$ cat src/rtl/branch_sequencer.sv
// ---------------------------------------------------------------------------
// branch_sequencer
//
// Control sequencer for a small program-counter / ROM pipeline. It holds
// the PC stage in init until a host start request, then decodes each
// 9-bit instruction word presented by the ROM stage and steers the PC with
// branch/jump/address. A run ends on HALT or when the RUN-cycle watchdog
// reaches MAX_CYCLES.
//
// Instruction decode: opcode = Instruction[8:5], idx = Instruction[4:0]
//   4'hF HALT  end of program
//   4'hE BR    taken when flag is set
//   4'hD JMP   always taken
//   4'hC SETF  flag <= Instruction[0]
//   others     non-control, PC advances
//
// Handshake: there is no valid/ready pair. start is a level request that is
// only sampled in IDLE (to launch) and DONE (to release); it is ignored in
// INIT and RUN. lut_we writes the branch-target table on any clock edge.
//
// Ports
//   CLK          clock, all state updates on posedge
//   reset        synchronous active-high reset
//   start        host run request
//   Instruction  current instruction word from the ROM stage
//   lut_we       branch-target table write enable
//   lut_waddr    table write index
//   lut_wdata    table write data (target PC)
//   init         PC stage init (clears PC to 0 at next edge)
//   branch       PC stage branch
//   jump         PC stage jump (PC loads address when branch & jump)
//   address      branch target to the PC stage
//   done         program finished (halt or watchdog), registered
//   timeout      finish was caused by the watchdog, registered
//   instr_count  non-HALT instructions executed in the current/last run
//   dbg_state_o  current FSM state (0 IDLE, 1 INIT, 2 RUN, 3 DONE)
// ---------------------------------------------------------------------------
module branch_sequencer #(
    parameter logic [15:0] MAX_CYCLES = 16'd50000
) (
    input  logic        CLK,
    input  logic        reset,
    input  logic        start,
    input  logic [8:0]  Instruction,
    input  logic        lut_we,
    input  logic [4:0]  lut_waddr,
    input  logic [7:0]  lut_wdata,
    output logic        init,
    output logic        branch,
    output logic        jump,
    output logic [7:0]  address,
    output logic        done,
    output logic        timeout,
    output logic [15:0] instr_count,
    output logic [1:0]  dbg_state_o
);

    typedef enum logic [1:0] {
        S_IDLE = 2'd0,
        S_INIT = 2'd1,
        S_RUN  = 2'd2,
        S_DONE = 2'd3
    } state_t;

    localparam logic [3:0] OP_HALT = 4'hF;
    localparam logic [3:0] OP_BR   = 4'hE;
    localparam logic [3:0] OP_JMP  = 4'hD;
    localparam logic [3:0] OP_SETF = 4'hC;

    state_t      state_q;
    logic        flag_q;
    logic [15:0] instr_count_q;
    logic [15:0] instr_count_d;
    logic        done_q;
    logic        timeout_q;
    logic [7:0]  lut_q [32];

    logic [3:0]  opcode;
    logic [4:0]  idx;
    logic        in_run;
    logic        taken;

    assign opcode        = Instruction[8:5];
    assign idx           = Instruction[4:0];
    assign in_run        = (state_q == S_RUN);
    assign instr_count_d = instr_count_q + 16'd1;

    // ------------------------------------------------------------------
    // Branch-target table. Reads are combinational from the registered
    // array, so a read of the index being written this cycle sees the old
    // entry; the new one appears after the edge.
    // ------------------------------------------------------------------
    always_ff @(posedge CLK) begin
        if (reset) begin
            for (int i = 0; i < 32; i++) begin
                lut_q[i] <= 8'h00;
            end
        end else if (lut_we) begin
            lut_q[lut_waddr] <= lut_wdata;
        end
    end

    // ------------------------------------------------------------------
    // Sequencer FSM with its registered outputs.
    // ------------------------------------------------------------------
    always_ff @(posedge CLK) begin
        if (reset) begin
            state_q       <= S_IDLE;
            flag_q        <= 1'b0;
            instr_count_q <= 16'd0;
            done_q        <= 1'b0;
            timeout_q     <= 1'b0;
        end else begin
            case (state_q)
                S_IDLE: begin
                    if (start) begin
                        state_q <= S_INIT;
                    end
                end
                S_INIT: begin
                    flag_q        <= 1'b0;
                    instr_count_q <= 16'd0;
                    timeout_q     <= 1'b0;
                    state_q       <= S_RUN;
                end
                S_RUN: begin
                    if (opcode == OP_HALT) begin
                        state_q <= S_DONE;
                        done_q  <= 1'b1;
                    end else begin
                        instr_count_q <= instr_count_d;
                        if (opcode == OP_SETF) begin
                            flag_q <= Instruction[0];
                        end
                        // Watchdog compares the post-increment count, so the
                        // run stops after exactly MAX_CYCLES instructions.
                        if (instr_count_d == MAX_CYCLES) begin
                            state_q   <= S_DONE;
                            done_q    <= 1'b1;
                            timeout_q <= 1'b1;
                        end
                    end
                end
                S_DONE: begin
                    // Holding start high keeps the result visible; no restart
                    // until the host releases start.
                    if (!start) begin
                        state_q <= S_IDLE;
                        done_q  <= 1'b0;
                    end
                end
                default: begin
                    state_q <= S_IDLE;
                end
            endcase
        end
    end

    // PC-stage steering. init is low only in RUN so the PC sits at word 0
    // during INIT and the first RUN cycle presents instruction 0.
    assign taken       = in_run && ((opcode == OP_JMP) || ((opcode == OP_BR) && flag_q));
    assign init        = !in_run;
    assign branch      = taken;
    assign jump        = taken;
    assign address     = in_run ? lut_q[idx] : 8'h00;
    assign done        = done_q;
    assign timeout     = timeout_q;
    assign instr_count = instr_count_q;
    assign dbg_state_o = state_q;

endmodule

$ cat config.mk
export PLATFORM = sky130hd
export DESIGN_NAME = branch_sequencer
export DESIGN_NICKNAME = d
export VERILOG_FILES = /design/src/rtl/branch_sequencer.sv
export SDC_FILE = /design/constraint.sdc
export NUM_CORES = 1
export LEC_CHECK = 0
export CORE_ASPECT_RATIO = 0.9
export CORE_MARGIN = 2
export CORE_UTILIZATION = 61
export DETAILED_ROUTE_END_ITERATION = 6
export GPL_ROUTABILITY_DRIVEN = 0
export PLACE_DENSITY = 0.8
export SETUP_SLACK_MARGIN = 0.05
export SLEW_MARGIN = 20
export SYNTH_ARGS = -nofsm -noshare
export SYNTH_HDL_FRONTEND = slang
export SYNTH_SLANG_ARGS = --single-unit
$ cat constraint.sdc
create_clock -name CLK -period 4.01 [get_ports CLK]
set_clock_uncertainty 0.05 [all_clocks]
set_input_delay 1.0025 -clock CLK [delete_from_list [all_inputs] [get_ports CLK]]
set_output_delay 1.0025 -clock CLK [all_outputs]
set_load 0.03 [all_outputs]
==> results_dict.tcl, run 1 <==
set metrics [dict create \
    num_vias 8078 \
    syn_avg_cell_area_sq_um 14.4 \
    placedCellCount 1246 \
    synth_flop_cell "edfxtp_1" \
    rr_endpoint "dbg_state_o[1]$_SDFFE_PP0P_" \
    whs_ps 474 \
    dr.pass1.iters 5 \
    die_area_sq_um 22800 \
    cts_buffers 27 \
    synthCells 913 \
    initial_core_util_pct 62.7 \
    yosysUniqueCellTypes 49 \
    async_flop_share_pct 0 \
    die_y_microns 143 \
    critPathCapture "address[2]" \
    portBuffers 56 \
    synth-edff-count 256 \
    clk_latency_ps 540 \
    fmax_mhz 251 \
    cp_max_fo 6 \
    cts_buffer_depth 3 \
    period_minus_slack_ps 3980 \
    area_growth_syn_to_layout_pct 16.9 \
    ys_warn_count 0 \
    critPathLaunchType "input pin" \
    core_area_sq_um 21000 \
    die_w_microns 159 \
    grt.overflow.total 0 \
    p_leak_uw 0.00542 \
    viasPerCell 6.19 \
    antenna_found_initial 0 \
    grt_pass1_wl_mm 48.5 \
    antenna_cells 0 \
    fin_nets 1029 \
    layout_setup_ws_ps 29.8 \
    drtIter0Drc 874 \
    worstReg2RegStart "instr_count[0]$_SDFFE_PP0P_" \
    stdcell_count 1304 \
    peakVddDrop_uv 290 \
    drive_gt1_share_pct 23.1 \
    outcome "complete, no violations" \
    ioPinCount 57 \
    crit_start "Instruction[0]" \
    post_drt_wl_per_cell_microns 24.0 \
    clock_sinks 277 \
    grt_setup_unrepaired "true" \
    slew_violations 0 \
    post-route-period-util_pct 99.3 \
    rr_worst_depth 6 \
    worstPathArrival_ps 2930 \
    cpMaxStageDelayCell "mux4_2" \
    post-place-ws_ps -468 \
    rrSetupSlack_ps 1690 \
    wirelength_mm 31.4 \
    path_common_cell "buf_12" \
    ctsHtreeMaxLevel 1 \
    ys_ff_latch 277 \
    crit_path_end_kind "primary output" \
    drc 0 \
    crit_required_ps 2960 \
    setup_viol 0 \
    max_slew.worst_pin.slew_ps 728 \
    path_class "in2out" \
    grt_max_degree 55 \
    hold_violations 0 \
    slew_headroom_pct 50.9 \
    cts.clk_slew.worst_paths_ps 70 \
    cts_tree "yes" \
    detail-route-antenna-nets 0 \
    critPathMaxStageDelay_ps 530 \
    powerDensity_nw_per_um2 442 \
    netlist_area_sq_um 13200 \
    grt_pass1_vias 7963 \
    hold_buffers 0 \
    crit_chain "buf_12 > buf_12 > buf_12 > buf_12 > mux4_2 > mux4_2 > mux2i_1 > nor2_1 > buf_4" \
    max_cap_violations 0 \
    cts_root_buffer "clkbuf_16" \
    ys_seq_area_share_pct 61.6 \
    grt_util_all_layers_pct 28.2 \
    dp_hpwl_mm 20.4 \
    synth_nets 944 \
    min_path_type "reg2reg" \
    row_count 50 \
]
cell usage after synthesis (all sizes together), types with 5 or more instances:
library cell  number  share of area (%)
nand2             18               0.51
and2             257                 12
edfxtp           256                 58
a31oi              5               0.24
nand3              8               0.40
mux2i             10               0.76
or2               33                1.6
nand2b             5               0.24
nor3               7               0.27
mux4              80                 14
o21ai             12               0.46
ha                 5               0.48
a21oi             14               0.53
buf               15               0.68
dfxtp             21                3.2
clkbuf            46                1.3
nand4              6               0.29
nand3b             6               0.34
nor2              67                1.9
a311oi             5               0.33
cell usage in the layout (no fill, tap or decap), types with 2 or more instances in the layout:
cell	synthesis	final
a31oi_1	5	5
nor3_1	7	7
inv_6	0	2
clkinv_2	0	2
mux4_2	80	80
clkbuf_1	44	7
clkbuf_16	0	27
dfxtp_1	21	21
buf_12	0	16
nand3b_1	6	6
nor2b_1	2	2
buf_4	8	51
nand2b_1	5	5
nand4_1	6	6
and2_1	257	257
or2_2	32	32
and3_1	2	2
o21ai_0	12	12
a211oi_1	4	4
bufinv_16	0	5
mux2i_1	10	9
nand3_1	7	7
nor4_1	2	2
clkinv_1	0	4
nand4b_1	3	3
a311oi_1	5	5
nor2_1	67	67
ha_1	5	5
inv_1	4	4
buf_2	3	7
or3_1	3	3
buf_16	0	3
clkdlybuf4s50_1	0	39
edfxtp_1	256	256
a21oi_1	14	14
nand2_1	18	18
per-stage QoR:
stage	area (sq um)	total power, uW	TNS [ps]	util [%]
3_5_place_dp	14300	4190	-3240	68.2
6_report	15400	6810	0	73.3
2_1_floorplan	13200	3880	0	-
5_1_grt	15400	7000	-17.2	73.3
4_1_cts	15400	6810	0	73.1
3_3_place_gp	14400	4170	-2970	68.3
worst max-delay path, delay by kind of cell:
kind	cells	cell delay [ps]
buffers and inverters	5	680
multiplexers	3	1160
AND/OR/NAND/NOR	1	80
cell type report:
class                      instances  area, sq um
clock buffer                      34          702
clock inverter                    15          209
fill                            1316         5620
inverter                           4         15.0
multi-input combinational        571         4790
sequential                       277         8110
tap                              286          358
timing repair buffer             117         1220
state kept, by name, summed over array words and instances, names as in the netlist:
signal	count
instr_count	16
dbg_state_o	2
done	1
timeout	1
lut_q	256
flag_q	1
kinds of logic after synthesis:
logic type | share of synthesized area [%]
AO/OA/AOI/OAI | 2.48
buffers and inverters | 2.13
flip-flops | 61.6
adder cells (fa/ha/maj) | 0.475
multiplexers | 14.5
AND/OR/NAND/NOR | 18.8
metal layers:
metal	vias to the layer above	GRT usage, %	part of all wire [%]
met2	412	44.8	48
li1	3536	-	-
met1	4093	41.7	41
met5	-	0	0
met3	37	4.88	9.6
met4	0	6.60	1.7
what timing repair did:
action                     CTS  global route
gates cloned                 2             0
pin swaps                    0             1
buffers inserted             4             3
setup endpoints to repair    8             9
gates resized for setup     51             9
power breakdown:
group	internal, uW	leakage, uW	switching [uW]
clock	1560	0.000439	1080
sequential	3300	0.00260	65.2
combinational	344	0.00238	452
total	5210	0.00542	1600
how the worst min path moves through the flow:
stage	slack, ps	startpoint	cells after the start	endpoint
floorplan	550	flag_q$_SDFFE_PP0P_	4	flag_q$_SDFFE_PP0P_
global placement	450	done$_SDFFE_PP0P_	2	done$_SDFFE_PP0P_
detailed placement	470	done$_SDFFE_PP0P_	2	done$_SDFFE_PP0P_
CTS	480	done$_SDFFE_PP0P_	2	done$_SDFFE_PP0P_
global route	510	done$_SDFFE_PP0P_	2	done$_SDFFE_PP0P_
finish	470	done$_SDFFE_PP0P_	2	done$_SDFFE_PP0P_
Power figures use the tool's default switching activity.
==> run 2, diff against run 1 <==
--- a/config.mk
+++ b/config.mk
@@ -7,10 +7,10 @@
 export LEC_CHECK = 0
 export CORE_ASPECT_RATIO = 0.9
 export CORE_MARGIN = 2
-export CORE_UTILIZATION = 61
+export CORE_UTILIZATION = 50
 export DETAILED_ROUTE_END_ITERATION = 6
 export GPL_ROUTABILITY_DRIVEN = 0
-export PLACE_DENSITY = 0.8
+export PLACE_DENSITY = 0.68
 export SETUP_SLACK_MARGIN = 0.05
 export SLEW_MARGIN = 20
 export SYNTH_ARGS = -nofsm -noshare
==> run 2 against run 1 <==
Setup slack better by 24 ps. Largest cell class unchanged. Hold slack worse by 10 ps. Flip-flop and latch count stayed put. Register-to-register slack worse by 30 ps. Fmax is 0.62% higher. Combinational power is 4.8% higher.
==> results_dict.tcl, run 2 (synthesis results as in run 1) <==
set metrics [dict create \
    outcome "complete, no violations" \
    die_y_microns 158 \
    antenna_cells 0 \
    worstPathArrival_ps 2900 \
    grt_max_degree 39 \
    max_slew.worst_pin.slew_ps 812 \
    ioPinCount 57 \
    hold_depth 2 \
    cp_max_fo 11 \
    cts_root_buffer "clkbuf_16" \
    slew_headroom_pct 45.3 \
    min_path_type "reg2reg" \
    drtIter0Drc 1031 \
    multi_input_area_sq_um 4830 \
    whs_ps 464 \
    p_leak_uw 0.00552 \
    path_class "in2out" \
    antenna_found_initial 0 \
    dp_hpwl_mm 22.3 \
    post-route-period-util_pct 98.6 \
    slew_violations 0 \
    ctsHtreeMaxLevel 1 \
    drive_gt1_share_pct 24.8 \
    crit_path_end_kind "primary output" \
    post-place-ws_ps -501 \
    grt_pass1_vias 7593 \
    final.fill_count 1967 \
    peakVddDrop_uv 278 \
    wirelength_mm 33.2 \
    die_area_sq_um 27700 \
    dr.pass1.iters 5 \
    hold_buffers 0 \
    fmax_mhz 253 \
    core_area_sq_um 26000 \
    regArea_sq_um 8110 \
    portBuffers 56 \
    cts_buffers 28 \
    use_met3_pct 5.60 \
    post_drt_wl_per_cell_microns 23.8 \
    grt_use_met2_pct 34.8 \
    cts_tree "yes" \
    grt_util_all_layers_pct 24.6 \
    num_vias 8064 \
    setup_viol 0 \
    clk_latency_ps 540 \
    period_minus_slack_ps 3960 \
    critPathLaunchType "input pin" \
    initial_core_util_pct 50.7 \
    worstReg2RegStart "dbg_state_o[1]$_SDFFE_PP0P_" \
    detail-route-antenna-nets 0 \
    largest_reg_flops 256 \
    grt_pass1_wl_mm 50.0 \
    row_count 56 \
    layout_setup_ws_ps 54.2 \
    rr_endpoint "instr_count[8]$_SDFFE_PP0P_" \
    viasPerCell 5.79 \
    fin_nets 1053 \
    cts_buffer_depth 3 \
    most-common-layout-cells "and2_1 (257), edfxtp_1 (256), mux4_2 (80)" \
    area_growth_syn_to_layout_pct 18.8 \
    rr_worst_depth 5 \
    rrSetupSlack_ps 1660 \
    die_w_microns 175 \
    grt.busiest_layer "met1" \
    min_to "done$_SDFFE_PP0P_" \
    clock_sinks 277 \
    cpMaxStageDelayCell "mux4_2" \
    worstHoldStart "done$_SDFFE_PP0P_" \
    layout_commonest_cell "and2_1" \
    use_met1_pct 39.1 \
    critPathMaxStageDelay_ps 550 \
    crit_chain "buf_16 > buf_12 > mux4_2 > mux4_2 > mux2i_1 > buf_4 > nor2_1 > buf_4" \
    max_cap_violations 0 \
    powerDensity_nw_per_um2 428 \
    grt.overflow.total 0 \
    drc 0 \
    hold_violations 0 \
    largest-register "lut_q" \
    cts.clk_slew.worst_paths_ps 60 \
    grt_setup_unrepaired "true" \
    crit_required_ps 2960 \
]
## run 2: worst max-delay path by stage
stage,startpoint,end,slack [ps],depth (start not counted)
global route,Instruction[0],address[7],10,8
CTS,Instruction[0],address[4],10,9
finish,Instruction[0],address[7],50,8
floorplan,Instruction[1],address[0],250,6
detailed placement,Instruction[0],address[7],-500,8
global placement,Instruction[0],address[1],-480,7
## run 2: repair_timing
item	CTS	global route
gates cloned	3	1
buffers inserted	12	2
resized for setup	56	18
endpoints found under the setup margin	8	9
## run 2: stage by stage
stage               TNS [ps]  cells  area [sq um]  utilization, %  power, uW
floorplan                  0    913         13200               -       3880
global placement       -3290   1323         14500            55.7       4210
detailed placement     -3480   1323         14500            55.7       4220
CTS                        0   1390         15600            59.9       6700
global route               0   1392         15600            60.2       6910
finish                     0   1392         15600            60.2       6700
## run 2: final cells by class
cell class              count  share of cell area [%]
clock buffers              39                    4.88
clock inverters            13                   0.568
inverters                   4                  0.0960
multi-input cells         571                    30.9
flip-flops and latches    277                    51.8
well taps                 348                    2.78
repair buffers            140                    8.98
## run 2: layer usage
metal	vias up	share of wire [%]	wire (microns)
li1	3590	-	-
met1	4047	45	14900
met2	392	43	14200
met3	35	10	3470
met4	0	1.8	588
met5	-	0	0
## run 2: power breakdown
part / switching [uW] / total (uW) / internal (uW)
logic: 464 / 834 / 370
registers: 83.3 / 3390 / 3300
clock network: 1090 / 2480 / 1390
## run 2: worst max-delay path: cells and delay by family
kind                   cells  cell delay, ps
muxes                      3            1220
and+or+nand+nor            1              40
buffers and inverters      4             620
==> run 3, diff against run 2 <==
--- a/config.mk
+++ b/config.mk
@@ -11,6 +11,7 @@
 export DETAILED_ROUTE_END_ITERATION = 6
 export GPL_ROUTABILITY_DRIVEN = 0
 export PLACE_DENSITY = 0.68
+export REMOVE_ABC_BUFFERS = 1
 export SETUP_SLACK_MARGIN = 0.05
 export SLEW_MARGIN = 20
 export SYNTH_ARGS = -nofsm -noshare
==> run 3 against run 2 <==
The run now ends with setup timing left. Power increased by 0.74%. Sequential share of layout area increased by 0.30 points. Combinational power decreased by 4.9%. Cell area decreased by 0.57%. Flip-flop and latch count unchanged. Critical endpoint is now address[3]. Largest cell class unchanged.
==> results_dict.tcl, run 3 (synthesis results as in run 1) <==
set metrics [dict create \
    outcome "finished, violations left" \
    violations "setup timing" \
    grt_setup_unrepaired "true" \
    largest-register "lut_q" \
    use_met1_pct 32.9 \
    ctsHtreeMaxLevel 1 \
    area_growth_syn_to_layout_pct 18.1 \
    crit_path_end_kind "primary output" \
    cp_max_fo 7 \
    drc 0 \
    drtIter0Drc 803 \
    row_count 56 \
    multi_input_area_sq_um 4790 \
    grt.overflow.total 0 \
    max_cap_violations 0 \
    peakVddDrop_uv 312 \
    fin_nets 1048 \
    max_slew.worst_pin.slew_ps 767 \
    stdcell_count 1389 \
    die_area_sq_um 27700 \
    fmax_mhz 249 \
    worstPathArrival_ps 2970 \
    cts_buffers 28 \
    ioPinCount 57 \
    regArea_sq_um 8110 \
    cts_tree "yes" \
    antenna_found_initial 2 \
    use_met3_pct 4.18 \
    cpMaxStageDelayCell "mux4_2" \
    p_seq_share_pct 49.8 \
    final.fill_count 2001 \
    dpl_cell_area_sq_um 14400 \
    grt_max_degree 55 \
    num_vias 7968 \
    largest_reg_flops 256 \
    powerDensity_nw_per_um2 434 \
    crit_chain "buf_12 > buf_12 > buf_4 > buf_6 > mux4_2 > mux4_2 > mux2i_2 > nor2_2 > buf_6" \
    post-route-period-util_pct 100 \
    layout_setup_ws_ps -8.89 \
    clock_power_share_pct 38.4 \
    clock_sinks 277 \
    drive_gt1_share_pct 24.5 \
    detail-route-antenna-nets 0 \
    cts.clk_slew.worst_paths_ps 60 \
    viasPerCell 5.74 \
    crit_required_ps 2960 \
    hold_buffers 0 \
    initial_core_util_pct 50.7 \
    path_class "in2out" \
    cts_buffer_depth 3 \
    critPathLaunchType "input pin" \
    slew_headroom_pct 48.3 \
    grt_util_all_layers_pct 23.2 \
    portBuffers 56 \
    dr.pass1.iters 5 \
    rr_worst_depth 6 \
    final_area_sq_um 15600 \
    grt_pass1_wl_mm 47.4 \
    critPathMaxStageDelay_ps 560 \
    path_buf_inv 5 \
    placedCellCount 1323 \
    min_path_type "reg2reg" \
    setup_viol 2 \
    p_leak_uw 0.00549 \
    rr_endpoint "dbg_state_o[1]$_SDFFE_PP0P_" \
    clk_latency_ps 530 \
    die_y_microns 158 \
    cts_root_buffer "clkbuf_16" \
    grt.busiest_layer "met2" \
    period_minus_slack_ps 4020 \
    core_area_sq_um 26000 \
    most-common-layout-cells "and2_1 (257), edfxtp_1 (256), mux4_2 (80)" \
    grt_use_met2_pct 37.3 \
    dp_hpwl_mm 20.8 \
    critPathTopFamily "multiplexers" \
    grt_pass1_vias 7757 \
    worstReg2RegStart "instr_count[0]$_SDFFE_PP0P_" \
    rrSetupSlack_ps 1710 \
    critPathCapture "address[3]" \
    post_drt_wl_per_cell_microns 22.4 \
    switching_share_pct 23.6 \
    path_depth 9 \
    hold_violations 0 \
    die_w_microns 175 \
    wirelength_mm 31.0 \
    crit_start "Instruction[0]" \
    p_comb_share_pct 11.7 \
    worstHoldStart "done$_SDFFE_PP0P_" \
    p_sw_uw 1590 \
    slew_violations 0 \
    layout_commonest_cell "and2_1" \
    p_int_uw 5160 \
]
-- run 3: changes by cell type in the layout (fill, tap and decap cells not counted), moves of 3 or more --
| cell | delta |
|---|---|
| mux2i_1 | +3 |
| clkinv_1 | +3 |
| mux2i_4 | -3 |
| buf_12 | -3 |
| buf_2 | +4 |
| clkbuf_1 | -5 |
-- run 3: worst min path at each step --
stage / end / slack, ps / cells after the start
after global routing: done$_SDFFE_PP0P_ / 520 / 2
after global placement: done$_SDFFE_PP0P_ / 440 / 2
after floorplan: flag_q$_SDFFE_PP0P_ / 550 / 4
after CTS: done$_SDFFE_PP0P_ / 470 / 2
final: done$_SDFFE_PP0P_ / 470 / 2
after detailed placement: done$_SDFFE_PP0P_ / 460 / 2
-- run 3: repair_timing --
| action | 4_1_cts | 5_1_grt |
|---|---|---|
| setup buffers | 10 | 0 |
| cloned | 2 | 0 |
| pin swaps | 1 | 1 |
| setup endpoints to repair | 8 | 9 |
| resized for setup | 47 | 5 |
-- run 3: layout make-up --
| class | instances | share of cell area (%) |
|---|---|---|
| sequential | 277 | 52.1 |
| multi-input combinational | 571 | 30.8 |
| timing repair buffer | 135 | 8.28 |
| clock buffer | 34 | 4.79 |
| tap | 348 | 2.80 |
| clock inverter | 18 | 1.06 |
| inverter | 4 | 0.0965 |
| antenna | 2 | 0.0322 |
-- run 3: metrics by stage --
step	TNS (ps)	setup slack, ps	total power (uW)	util (%)	hold slack [ps]
global placement	-2120	-366	4180	55.6	442
CTS	0	7.28	6770	59.8	472
floorplan	0	366	3820	-	549
finish	-15.9	-8.89	6750	59.8	471
global route	-146	-69.3	6950	59.8	516
detailed placement	-2200	-368	4190	55.6	461
-- run 3: metal layers --
| metal | vias up | part of all wire (%) | wire, microns |
|---|---|---|---|
| li1 | 3588 | - | - |
| met4 | 0 | 2.6 | 797 |
| met1 | 3989 | 43 | 13300 |
| met5 | - | 0 | 0 |
| met3 | 56 | 8.2 | 2550 |
| met2 | 335 | 46 | 14400 |
-- run 3: power groups by stage --
stage	clock network (uW)	logic, uW	registers, uW
CTS	2620	793	3360
finish	2590	793	3360
floorplan	0	413	3410
detailed placement	0	765	3420
global route	2730	851	3380
global placement	0	756	3420
-- run 3: worst reg2reg max path, stage by stage, from the launching register on --
cell and delay (ps):
dfxtp_1 510, ha_1 510, nor2_1 130, o311a_1 310
o2111a_2 310, o31ai_4 220, mux2i_1 200
